--- src/rtl/sdp_y_op_chn_arb.sv ---
// Packet-locked round-robin arbiter sharing the SDP Y operand channel between the
// MUL (src0) and ALU (src1) operand sources, decoupled by a 2-entry output FIFO.
module sdp_y_op_chn_arb #(
  parameter int DW = 128
) (
  input  logic          nvdla_core_clk,
  input  logic          nvdla_core_rst,
  input  logic          cfg_en,
  input  logic          src0_vld,
  output logic          src0_rdy,
  input  logic [DW-1:0] src0_pd,
  input  logic          src0_last,
  input  logic          src1_vld,
  output logic          src1_rdy,
  input  logic [DW-1:0] src1_pd,
  input  logic          src1_last,
  output logic          out_vld,
  input  logic          out_rdy,
  output logic [DW-1:0] out_pd,
  output logic          out_last,
  output logic          out_src,
  output logic          busy
);

  typedef enum logic [1:0] {
    IDLE  = 2'd0,
    LOCK0 = 2'd1,
    LOCK1 = 2'd2
  } state_t;

  typedef struct packed {
    logic [DW-1:0] pd;
    logic          last;
    logic          src;
  } entry_t;

  state_t     state;
  logic       rr_ptr;
  entry_t     fifo_mem [2];
  logic       wr_ptr;
  logic       rd_ptr;
  logic [1:0] fifo_cnt;

  logic       space;
  logic       gnt_vld;
  logic       gnt;
  logic       accept;
  logic       pop;
  entry_t     push_entry;

  // Space depends on registers only, so out_rdy never reaches the source readies.
  assign space = (fifo_cnt != 2'd2);

  // NOTE: every signal driven here gets a default first so no latch is inferred.
  always_comb begin
    gnt_vld = 1'b0;
    gnt     = 1'b0;
    unique case (state)
      IDLE: begin
        if (cfg_en && (src0_vld || src1_vld)) begin
          gnt_vld = 1'b1;
          gnt     = (src0_vld && src1_vld) ? rr_ptr : src1_vld;
        end
      end
      LOCK0: begin
        gnt_vld = 1'b1;
        gnt     = 1'b0;
      end
      LOCK1: begin
        gnt_vld = 1'b1;
        gnt     = 1'b1;
      end
      default: begin
        gnt_vld = 1'b0;
        gnt     = 1'b0;
      end
    endcase
  end

  // Readies are masked by reset so no source sees a grant while reset is held.
  assign src0_rdy = ~nvdla_core_rst & space & gnt_vld & ~gnt;
  assign src1_rdy = ~nvdla_core_rst & space & gnt_vld &  gnt;

  assign accept = gnt ? (src1_vld & src1_rdy) : (src0_vld & src0_rdy);
  assign pop    = (fifo_cnt != 2'd0) & out_rdy;

  always_comb begin
    push_entry.pd   = gnt ? src1_pd   : src0_pd;
    push_entry.last = gnt ? src1_last : src0_last;
    push_entry.src  = gnt;
  end

  // NOTE: sequential state uses non-blocking assignments so all registers update together.
  always_ff @(posedge nvdla_core_clk or posedge nvdla_core_rst) begin
    if (nvdla_core_rst) begin
      state  <= IDLE;
      rr_ptr <= 1'b0;
    end else if (accept) begin
      if (push_entry.last) begin
        state  <= IDLE;
        rr_ptr <= ~gnt;
      end else begin
        state  <= gnt ? LOCK1 : LOCK0;
      end
    end
  end

  // NOTE: the two storage entries are reset so out_pd/out_last/out_src read zero after reset.
  always_ff @(posedge nvdla_core_clk or posedge nvdla_core_rst) begin
    if (nvdla_core_rst) begin
      fifo_mem[0] <= '0;
      fifo_mem[1] <= '0;
      wr_ptr      <= 1'b0;
      rd_ptr      <= 1'b0;
      fifo_cnt    <= 2'd0;
    end else begin
      if (accept) begin
        fifo_mem[wr_ptr] <= push_entry;
        wr_ptr           <= ~wr_ptr;
      end
      if (pop) begin
        rd_ptr <= ~rd_ptr;
      end
      unique case ({accept, pop})
        2'b10:   fifo_cnt <= fifo_cnt + 2'd1;
        2'b01:   fifo_cnt <= fifo_cnt - 2'd1;
        default: fifo_cnt <= fifo_cnt;
      endcase
    end
  end

  assign out_vld  = (fifo_cnt != 2'd0);
  assign out_pd   = fifo_mem[rd_ptr].pd;
  assign out_last = fifo_mem[rd_ptr].last;
  assign out_src  = fifo_mem[rd_ptr].src;
  assign busy     = (state != IDLE) | (fifo_cnt != 2'd0);

endmodule

--- config.mk ---
export PLATFORM = sky130hd
export DESIGN_NAME = sdp_y_op_chn_arb
export DESIGN_NICKNAME = d
export VERILOG_FILES = /design/src/rtl/sdp_y_op_chn_arb.sv
export SDC_FILE = /design/constraint.sdc
export NUM_CORES = 1
export LEC_CHECK = 0
export CORE_MARGIN = 4
export CORE_UTILIZATION = 25
export DETAILED_ROUTE_END_ITERATION = 6
export PLACE_DENSITY = 0.56
export SLEW_MARGIN = 30
export SYNTH_ARGS = -nofsm -noshare
export SYNTH_HDL_FRONTEND = slang
export SYNTH_SLANG_ARGS = --single-unit
--- constraint.sdc ---
create_clock -name nvdla_core_clk -period 7.9 [get_ports nvdla_core_clk]
set_input_delay 1.185 -clock nvdla_core_clk [delete_from_list [all_inputs] [get_ports nvdla_core_clk]]
set_output_delay 1.185 -clock nvdla_core_clk [all_outputs]
set_load 0.01 [all_outputs]
Yosys cells after proc, flatten, opt, wreduce, memory -nomap -nowiden --
Index checks and enable logic that the tools add are counted.
Word-level totals: register bits after elaboration 267, bits in latches 0, memory bits (writable) 0, ROM bits 0, logic and storage cells 62, memories 0
Cells by class: add/subtract/negate cells 2, multipliers 0, divide/modulo/power cells 0, magnitude comparators 3, equal/unequal tests 5, shifts and indexed selects 0, muxes and demuxes 17, bitwise operators 14, reductions and logical operators 10
Operator list (count):
- two-way mux 130 bit | 4
- bitwise mux 260 bit | 1
- demux 130 bit (select 1 bit) | 1
- two-way mux 128 bit | 1
- bitwise AND 1 bit | 7
- nonzero test 2 bit | 3
- two-way mux 1 bit | 5
- equality test 2 x 1 -> 1 bit (second input constant) | 2
- equality test 2 bit (second input constant) | 2
- greater-or-equal comparator 2 bit (second input constant) | 2
- two-way mux 2 bit | 2
- inverter 1 bit | 4
- inverter 1 -> 2 bit | 2
- case mux 1 bit (2 select lines) | 2
- case mux 2 bit (2 select lines) | 1
- logical AND 1 bit | 3
- adder 2 x 1 -> 2 bit (second input constant) | 1
- zero test 2 bit | 1
- < comparator 2 x 1 -> 1 bit (second input constant) | 1
- inequality test 2 bit (second input constant) | 1
- AND reduction 2 bit | 1
- OR reduction 2 bit | 1
- subtractor 2 x 1 -> 2 bit (second input constant) | 1
- logical OR 1 bit | 1
- OR 1 bit | 1

Logic depth before layout (Yosys ltp) --
depth after elaboration 10, gate-level depth with buffers 11, mapped depth without buffers 10

Worst setup path after synthesis --
OpenSTA, ideal clock, no wires.
kind input-to-output, from input src0_vld, to output src1_rdy, data arrival time 2.048 ns, required time 6.715 ns, slack 4.667 ns, cell stages on the path 6, cells stage by stage nor2b_1 > o21ba_1 > clkbuf_1 > buf_6 > buf_6 > nor2_1
On the way: longest elaborated chain between the ends 6, elaborated cells on any way between the ends 10, classes of those cells mux: 5; bitwise: 2; reduce/logical: 3
Ends and longest elaborated chain:
- start: declaration | line 9 | input logic src0_vld,
- logical OR 1 bit | line 60 | if (cfg_en && (src0_vld || src1_vld)) begin
- logical AND 1 bit | line 60
- two-way mux 1 bit | line 60
- case mux 1 bit (2 select lines) | line 58 | unique case (state)
- bitwise AND 1 bit | line 82 | assign src1_rdy = ~nvdla_core_rst & space & gnt_vld & gnt;
- bitwise AND 1 bit * | line 82
- end: declaration | line 14 | output logic src1_rdy,
Every way passes the cells marked *; elsewhere a longest branch is shown, timed or not.

Worst setup path in the final report --
from register rd_ptr, to output out_pd[3]
On the way: longest elaborated chain between the ends 4
Ends and longest elaborated chain:
- start: declaration | line 41 | logic rd_ptr;
- start signal: assignment | line 122 | rd_ptr <= ~rd_ptr;
- inverter 1 -> 2 bit (not written as such) | line 133 | assign out_pd = fifo_mem[rd_ptr].pd;
- two-way mux 130 bit (3 in a row)
- end: declaration | line 19 | output logic [DW-1:0] out_pd,
No other way between the ends. The select of a mux whose other input is x is not followed.

==> results.txt <==
- Final design utilization: 36.1%
- In the final routed layout, each cell accounts on average for 18.3 um.
- Met2 track demand over resource in global routing: 21.4%
- Share of synthesized area occupied by flip-flops and latches: 47.8%
- Measured along the x axis, the die boundary spans 244 um.
* Initial standard-cell utilization of the core: 25.3%
* Total power density per cell area: 415 mW/mm2
- In this run, the number of DRC markers left after iteration 0 of detailed routing was 205.
- STA puts the critical path data required time at 6.71 ns.
* Hold buffer count at CTS: 0
- For the final routed database, the setup TNS stands at 0 ns.
- The area growth from synthesis to layout is 42.5%.
- Post-synthesis cell type with the largest combined area: sky130_fd_sc_hd__dfrtp_1
- Cell family contributing the most delay on the critical path: buffers and inverters
* Peak per-stage delay on the critical path: 0.83 ns
- Min Tclk post-route: 4.26 ns
- The number of max-slew violations in the final report came to 0.
* Overall die area: 0.0597 mm2
- Worst VDD drop: 0.161 mV
- Cells resized by post-CTS repair: 0
- Share of post-route cells with drive strength above 1: 44.1%
- Vias after detailed routing: 8654
- Post-Syn Area per Cell: 15.8 um2
* Synth top area share: 47.8%
- Routability congestion estimate: 0.711
- The first global-routing pass estimated 58.1 mm of wire.
* Busiest grt layer: met2
- Buffers inserted during clock tree synthesis total 35.
- Data arrives at the worst endpoint at 3.07 ns.
- In this run the number of H-tree levels came out at 2.
- Area occupied by registers: 0.00669 mm2
* Pre-CTS setup slack: 3.74 ns
* Met1 Use GR: 14.7%
- For met3 alone, demand over resource in global routing was 4.08%.
* Worst Skew: 0.00951 ns
- Summed over all nets, the half-perimeter wirelength after detailed placement is 25.4 mm.
- No sink is reached through more buffers than the 3 on the longest clock path.
* Cell breakdown of the critical path: buf_4 > mux2_2 > clkdlybuf4s50_1
- Entering global routing, the biggest net connects 150 pins.
- The first detailed-routing pass took 4 iterations.
- Clock-pin slew was measured on the worst setup and hold paths at 0.05 ns.
- sky130_fd_sc_hd__mux2_2 is the most common cell in the netlist.
* Result of the run: finished clean
* Type of the worst setup path: reg -> out
* Distinct cell type count after synthesis: 31
* Netlist area before placement: 0.0140 mm2
* Most frequent cells after synthesis: 319 x sky130_fd_sc_hd__mux2_2, 267 x sky130_fd_sc_hd__dfrtp_1, 176 x sky130_fd_sc_hd__mux2_4
* Number of antenna diodes: 0
* Buffers added on ports: 397
- Setup violations remaining at the end of the flow were counted as 0.
- Average vias per placed instance: 4.23
- The core region is 0.0552 mm2.
- The via count of the first global-routing pass was 9993.
- Setup repair after global routing left no endpoint under its margin.
* Number of fillers in the final layout: 5366
* Count of flip-flops with a built-in enable after synthesis: 0
- For this run, the leading register cell type out of synthesis is sky130_fd_sc_hd__dfrtp_1.
- Once detail routing completed, the nets flagged for antenna violations numbered 0.
- Buffers and inverters on the worst path: 2
- Overall global routing resource usage: 12.3%
* Clock latency on the worst-skew pair: 0.52 ns
- Along the worst path, the maximum fanout reaches 48.
- Post-Syn Nets: 1154
* Number of max-cap violations: 0
- Vert. Die Dim: 244 um
* Multi-input gate area: 0.00681 mm2
- Sum of routed wire length over all layers: 37.5 mm
- In the routed design, unresolved DRC markers number 0.
- Derived from the worst setup path, the maximum achievable clock frequency is 235 MHz.
- After synthesis, the share of flip-flops with an asynchronous set or reset is 100%.
- Transition time at the pin with the least slew margin: 0.848 ns
- Final Hold Viols: 0
- 398 I/O pins were placed.
- Sinks on the clock net: 267
- Clock tree from TritonCTS: done
- Final setup slack of the worst path: 3.64 ns
- Clock Tree Root: sky130_fd_sc_hd__clkbuf_16
* Class of the tightest hold or removal check: reg -> reg
- Setup bufs post-CTS: 0
- NumNets Final: 1544
- Summed over all cells, the static leakage comes to 8.43 nW.
* Critical Path Sink Type: primary output
- The largest individual stage delay along the critical path comes from the cell sky130_fd_sc_hd__dfrtp_4.
- The worst setup path is launched from a flip-flop.
- Ranked by total cell area, the synthesized netlist is headed by sky130_fd_sc_hd__dfrtp_1 48%, sky130_fd_sc_hd__mux2_2 26%, sky130_fd_sc_hd__mux2_4 19%.
- After synthesis the netlist holds a flip-flop and latch count of 267.
- Post-route fraction of the period consumed by the critical path: 53.9%
* Leftover overflow at the end of global routing: 0
* Yosys synthesis warning count: 0
* Standard-cell rows: 86
* Max_slew headroom: 43.5%
- Synthesis produced 886 cells.
* Initial antenna violation count: 1
-- placed cells by master, fill, tap and decap left out, drive strengths merged --
cell type        n
and2             2
buf             15
bufinv           5
clkbuf          50
clkdlybuf4s50  397
clkinv           4
clkinvlp         2
dfrtp          267
ha               4
inv              6
mux2           519
mux2i            2
nand2            2
nand3            1
nor2             6
nor2b            1
nor3             1
nor3b            2
o211a            1
o21ai            1
o21ba            1
o21bai           1
o221ai           1
o22a             1
o31a             1
o41ai            1
xnor2            3
xor2             2
-- cell families (layout without fill, tap and decap cells) --
kind of cell	after synthesis	count (layout)	synth area share, %
multiplexers	521	521	46.7
flip-flops	267	267	47.8
buffers and inverters	66	479	3.55
AND/OR/NAND/NOR	15	15	0.645
AO/OA/AOI/OAI	8	8	0.609
XOR/XNOR	5	5	0.314
adder cells (fa/ha/maj)	4	4	0.358
-- where the power goes --
part | leakage [nW] | internal [W] | switching [W]
Sequential | 3.22 | 0.00206 | 0.000382
Combinational | 4.59 | 0.00256 | 0.00155
Clock | 0.618 | 0.00110 | 0.000605
Total | 8.43 | 0.00573 | 0.00254
-- layer usage --
layer | routed length, um | share of wire [%]
met1 | 15400 | 41
met2 | 18700 | 50
met3 | 2690 | 7.2
met4 | 776 | 2.1
met5 | 13 | 0.035
-- path summary, 6_finish.rpt --
path | startpoint | cells past startpoint | end | slack, ns
max in group asynchronous | nvdla_core_rst | 5 | fifo_mem[49] | 5.80
min in group asynchronous | nvdla_core_rst | 3 | fifo_mem[204] | 1.11
max | rd_ptr | 3 | out_pd[3] | 3.64
min reg2reg | fifo_mem[46] | 1 | fifo_mem[46] | 0.48
max reg2reg | state[0] | 8 | fifo_mem[141] | 4.88
min | fifo_mem[46] | 1 | fifo_mem[46] | 0.48
-- layout make-up --
cell class	instances	area share [%]
Timing Repair Buffer	412	21.1
Multi-Input combinational cell	553	34.2
Inverter	7	0.151
Sequential cell	267	33.6
Clock buffer	50	5.40
Tap cell	748	4.70
Clock inverter	10	0.911
-- state kept, by name, indices dropped and copies added, names as in the netlist --
name / count
fifo_cnt: 2
state: 2
rd_ptr: 1
wr_ptr: 1
rr_ptr: 1
fifo_mem: 260
-- metrics by stage --
stage	total power [W]	instance area, um2	instances	hold slack, ns
after floorplan	0.00496	14000	886	0.452
after global placement	0.00656	18500	1983	0.461
after detailed placement	0.00665	18600	1986	0.468
after CTS	0.00845	19900	2046	0.482
after global routing	0.00880	19900	2047	0.498
final	0.00827	19900	2047	0.479
Note: power is estimated with default switching activity, not from simulation.
